--- src/rtl/pipe_ctrl_pkg.sv ---
// pipe_ctrl_pkg: shared types and constants for the pipeline sequencer.
package pipe_ctrl_pkg;
    typedef enum logic {RUN = 1'b0, MD_BUSY = 1'b1} state_e;
    localparam int MD_LAT_DEF = 4;
    localparam int REG_W = 5;
    localparam int MDC_W = 4;
endpackage

--- src/rtl/pipe_ctrl_hazard_detect.sv ---
// hazard_detect: flags a load in EX whose destination feeds the instruction in ID.
import pipe_ctrl_pkg::*;

module hazard_detect (
    input  logic             ex_memread_i,
    input  logic [REG_W-1:0] ex_rt_i,
    input  logic [REG_W-1:0] id_rs_i,
    input  logic [REG_W-1:0] id_rt_i,
    input  logic             id_uses_rt_i,
    output logic             load_use_o
);
    assign load_use_o = ex_memread_i && (ex_rt_i != '0) &&
                        ((ex_rt_i == id_rs_i) || (id_uses_rt_i && (ex_rt_i == id_rt_i)));
endmodule

--- src/rtl/pipe_ctrl.sv ---
// pipe_ctrl: prioritised stall/flush control for the 5-stage pipeline plus stall counter.
import pipe_ctrl_pkg::*;

module pipe_ctrl #(
    parameter int MD_LAT = MD_LAT_DEF,
    parameter int CNT_W  = 16
) (
    input  logic             clk_i,
    input  logic             rst_i,
    input  logic [REG_W-1:0] id_rs_i,
    input  logic [REG_W-1:0] id_rt_i,
    input  logic             id_uses_rt_i,
    input  logic             id_md_start_i,
    input  logic             ex_memread_i,
    input  logic [REG_W-1:0] ex_rt_i,
    input  logic             ex_branch_taken_i,
    input  logic             mem_req_i,
    input  logic             mem_ack_i,
    output logic             pc_we_o,
    output logic             if_id_we_o,
    output logic             id_ex_we_o,
    output logic             ex_mem_we_o,
    output logic             mem_wb_we_o,
    output logic             if_id_flush_o,
    output logic             id_ex_flush_o,
    output logic             ex_mem_flush_o,
    output logic             mem_wb_flush_o,
    output logic             md_busy_o,
    output logic [CNT_W-1:0] stall_cnt_o
);
    localparam logic [MDC_W-1:0] MD_LOAD = (MD_LAT > 1) ? MDC_W'(MD_LAT - 2) : '0;

    state_e           state_q, state_d;
    logic [MDC_W-1:0] cnt_q, cnt_d;
    logic [CNT_W-1:0] stall_cnt_q, stall_cnt_d;
    logic             load_use, mem_hold;

    hazard_detect u_hazard (
        .ex_memread_i (ex_memread_i),
        .ex_rt_i      (ex_rt_i),
        .id_rs_i      (id_rs_i),
        .id_rt_i      (id_rt_i),
        .id_uses_rt_i (id_uses_rt_i),
        .load_use_o   (load_use)
    );

    assign mem_hold = mem_req_i && !mem_ack_i;

    always_comb begin
        {pc_we_o, if_id_we_o, id_ex_we_o, ex_mem_we_o, mem_wb_we_o} = '1;
        {if_id_flush_o, id_ex_flush_o, ex_mem_flush_o, mem_wb_flush_o} = '0;
        state_d = state_q;
        cnt_d   = cnt_q;
        if (mem_hold) begin
            {pc_we_o, if_id_we_o, id_ex_we_o, ex_mem_we_o} = '0;
            mem_wb_flush_o = 1'b1;
        end else if (state_q == MD_BUSY) begin
            {pc_we_o, if_id_we_o, id_ex_we_o} = '0;
            // the final busy cycle lets the mul/div result through to EX/MEM
            ex_mem_flush_o = (cnt_q != '0);
            cnt_d   = (cnt_q != '0) ? cnt_q - 1'b1 : '0;
            state_d = (cnt_q != '0) ? MD_BUSY : RUN;
        end else if (ex_branch_taken_i) begin
            if_id_flush_o = 1'b1;
            id_ex_flush_o = 1'b1;
        end else if (load_use) begin
            {pc_we_o, if_id_we_o} = '0;
            id_ex_flush_o = 1'b1;
        end else if (id_md_start_i && (MD_LAT > 1)) begin
            state_d = MD_BUSY;
            cnt_d   = MD_LOAD;
        end
        if (!rst_i) begin
            {pc_we_o, if_id_we_o, id_ex_we_o, ex_mem_we_o, mem_wb_we_o} = '0;
            {if_id_flush_o, id_ex_flush_o, ex_mem_flush_o, mem_wb_flush_o} = '0;
        end
        stall_cnt_d = (!pc_we_o && !(&stall_cnt_q)) ? stall_cnt_q + 1'b1 : stall_cnt_q;
    end

    always_ff @(posedge clk_i or negedge rst_i) begin
        if (!rst_i) begin
            state_q     <= RUN;
            cnt_q       <= '0;
            stall_cnt_q <= '0;
        end else begin
            state_q     <= state_d;
            cnt_q       <= cnt_d;
            stall_cnt_q <= stall_cnt_d;
        end
    end

    assign md_busy_o   = (state_q == MD_BUSY);
    assign stall_cnt_o = stall_cnt_q;
endmodule

--- config.mk ---
export PLATFORM = sky130hd
export DESIGN_NAME = pipe_ctrl
export DESIGN_NICKNAME = d
export VERILOG_FILES = /design/src/rtl/pipe_ctrl_pkg.sv /design/src/rtl/pipe_ctrl_hazard_detect.sv /design/src/rtl/pipe_ctrl.sv
export SDC_FILE = /design/constraint.sdc
export NUM_CORES = 1
export LEC_CHECK = 0
export CELL_PAD_IN_SITES_DETAIL_PLACEMENT = 1
export CELL_PAD_IN_SITES_GLOBAL_PLACEMENT = 2
export CORE_MARGIN = 2
export CORE_UTILIZATION = 26
export DETAILED_ROUTE_END_ITERATION = 6
export GPL_ROUTABILITY_DRIVEN = 0
export MAX_ROUTING_LAYER = met4
export PLACE_DENSITY = 0.89
export SYNTH_ARGS = -nofsm -noshare
export SYNTH_HDL_FRONTEND = slang
export SYNTH_SLANG_ARGS = --single-unit
--- constraint.sdc ---
create_clock -name clk_i -period 2.4 [get_ports clk_i]
set_input_delay 0.36 -clock clk_i [delete_from_list [all_inputs] [get_ports clk_i]]
set_output_delay 0.36 -clock clk_i [all_outputs]
set_load 0.03 [all_outputs]
==> results.ini <==
[pwr]
p_clk_frac = 0.153
p_int_mw = 0.9019
switching_share = 0.4096
p_leak_nw = 0.8537
pwr-share-seq = 0.358
p_total_mw = 1.528
vdd_drop_max_uv = 435.2
p_comb_frac = 0.489
p_per_area_nw_per_um2 = 762.7
p_sw_mw = 0.6258

[route]
post_drt_wl_per_cell_um = 13.98
vias_per_cell = 4.668
drt_pass1_iterations = 4
drt_iter0_drc = 33
drc_errors = 0
wirelength_um = 3622
num_vias = 1209
drtAntennaViolNets = 0

[logic_synthesis]
synthArstFlopShare = 1.000
ys_seq_area_frac = 0.4038
synthCells = 130
ys_warn_count = 0
synth_edf_count = 0
syn-num-nets = 154
ys.flop_type = dfrtp_1
yosysUniqueCellTypes = 42
syn_area_um2 = 1301
ys_ff_latch = 21
syn_area_per_cell_um2 = 10.01

[floorplan]
ios = 49
rows = 25
core_area_um2 = 4786
initial_utilization = 0.2719
die_h_um = 74.75
die_w_um = 74.75
die-area_um2 = 5587

[critical_path]
arrival_ns = 1.99
crit_family = buffers and inverters
path_class = input port to output port
crit_slowest_cell = or4_4
r2r_start = stall_cnt_o[0]
rr_worst_depth = 6
cp_cell_sequence = clkdlybuf4s50_1, or4_4, o211ai_4, o21ai_2, inv_1, buf_4
path_buf_inv = 3
cpPeakStageDelay_ns = 0.59
rrSetupSlack_ns = 0.36
worstPathMaxFanout = 4
cp.required_ns = 2.04
startpoint_type = input port
cp-end-kind = output port
worst-path-stages = 6
r2r_end = stall_cnt_o[1]

[min_path]
hold_class = input port to async pin

[cts]
tritoncts = done
cts_buffer_depth = 2
clkSlewWorstSetupHoldPaths_ns = 0.08
clock_latency_ns = 0.26
cts_hold_buf = 0
cts_root_buffer = clkbuf_8
h-tree-depth = 1
cts_buffers = 3
cts.sinks = 21

[timing]
max_slew_margin = 0.7474
finalSetupTns_ns = 0
clock.fmax_mhz = 426.0
fin_skew_ns = 0.004322
finalHoldViolCount = 0
min_period_ns = 2.348
tightest_slew_ns = 0.3776
fin_crit_sh = 0.9781
maxSlewViolCount = 0
finalSetupViolations = 0

[finish]
fill_cells = 549
post-route-util = 0.4186
antenna_cells = 0
stdcell_area_um2 = 2003
areaGrowthSynthToFinish_pct = 53.94
drive_gt1_frac = 0.1979
nNetsFinal = 217
layout.cells.non_filler = 259

[global_route]
grt_max_degree = 23
grt_pass1_wl_um = 5692
grtUsageTotal = 0.1422
gr-total-overflow = 0
antenna_found_initial = 0
grt_pass1_vias = 1210

[run_status]
status = finished clean

[flow_run]
max_cap_violations = 0

[placed_design]
placedCellCount = 254
placed_cell_area_um2 = 1917
place_hpwl_um = 2775
io_buffers = 48

[timing repair]
action / 4_1_cts / 5_1_grt
pin swaps: 6 / 4
endpoints found under the setup margin: 3 / 3
setup buffers: 1 / 0
gates resized for setup: 6 / 7
[stage by stage]
step | hold slack, ns | worst slack (ns)
6_report | 0.4683 | 0.05247
5_1_grt | 0.5083 | -0.006545
4_1_cts | 0.4837 | 0.006954
3_5_place_dp | 0.4890 | -0.08280
3_3_place_gp | 0.4866 | -0.04535
2_1_floorplan | 0.06441 | 0.01498
[worst register-to-register path, cell delays in order, from the launching register on]
cell and delay (ns):
dfrtp_1 0.43, ha_1 0.27, and4_1 0.22, nand4bb_1 0.14, or2b_1 0.27, o21ai_4 0.27, mux2_4 0.33
[placed cells by master, fill, tap and decap left out, types with 4 or more instances in the layout]
cell,Yosys,routed
buf_4,2,21
clkdlybuf4s50_1,0,33
dfrtp_1,21,21
inv_1,4,4
nand2_1,9,9
nand3_1,10,10
nor2_1,10,10
xnor2_1,13,13
xor2_1,10,10
[synth_stat cells, types with 2 or more instances]
cell,n,area (um2)
a221o_1,2,20.02
or4_1,2,15.01
and3_1,3,18.77
inv_1,4,15.01
nand4_1,3,18.77
nor2b_1,3,18.77
xnor2_1,13,113.9
nor3_1,2,10.01
nand3_1,10,50.05
nand2_1,9,33.78
nor2_1,10,37.54
or3_1,2,12.51
and4_1,2,17.52
nand2b_1,3,18.77
buf_4,2,15.01
o21ai_0,4,20.02
mux2_2,2,22.52
dfrtp_1,21,525.5
xor2_1,10,87.58
[how the worst max path moves through the flow]
stage	from	end	slack [ns]
2_1_floorplan	md_busy_o	pc_we_o	0.01
3_3_place_gp	ex_rt_i[0]	stall_cnt_o[14]	-0.05
3_5_place_dp	ex_rt_i[4]	id_ex_flush_o	-0.08
4_1_cts	ex_rt_i[1]	id_ex_flush_o	0.007
5_1_grt	ex_rt_i[0]	pc_we_o	-0.007
6_report	ex_rt_i[0]	if_id_we_o	0.05
[flip-flops by register name (all words and copies together), names as in the netlist]
register and count:
cnt_q 4, md_busy_o 1, stall_cnt_o 16
[power groups by stage]
stage | sequential, mW | clock [mW] | combinational (mW)
2_1_floorplan | 0.660 | 0 | 0.322
3_3_place_gp | 0.553 | 0 | 0.728
3_5_place_dp | 0.553 | 0 | 0.748
4_1_cts | 0.547 | 0.242 | 0.758
5_1_grt | 0.566 | 0.261 | 0.805
6_report | 0.546 | 0.234 | 0.748
[cells by family after synthesis]
group / synth area share
AOI/OAI and AO/OA: 0.1241
DFF: 0.4038
buffers and inverters: 0.02979
muxes: 0.02884
and+or+nand+nor: 0.2491
xor gates and xnor gates: 0.1548
adders and majority gates: 0.009614
[cell type report]
cell class                 instances  area (um2)  area share
multi-input combinational        101       759.5      0.3791
tap                               67       83.83     0.04185
clock buffer                       4       45.04     0.02249
sequential                        21       525.5      0.2623
timing repair buffer              62       574.3      0.2867
inverter                           4       15.01    0.007495
[metal layers]
layer	vias to the layer above	global-route usage	wire length, um
li1	589	-	-
met1	582	0.1743	1624
met2	34	0.2262	1711
met3	4	0.02410	205
met4	0	0.07143	80
met5	-	-	0
Note: power is estimated with default switching activity, not from simulation.
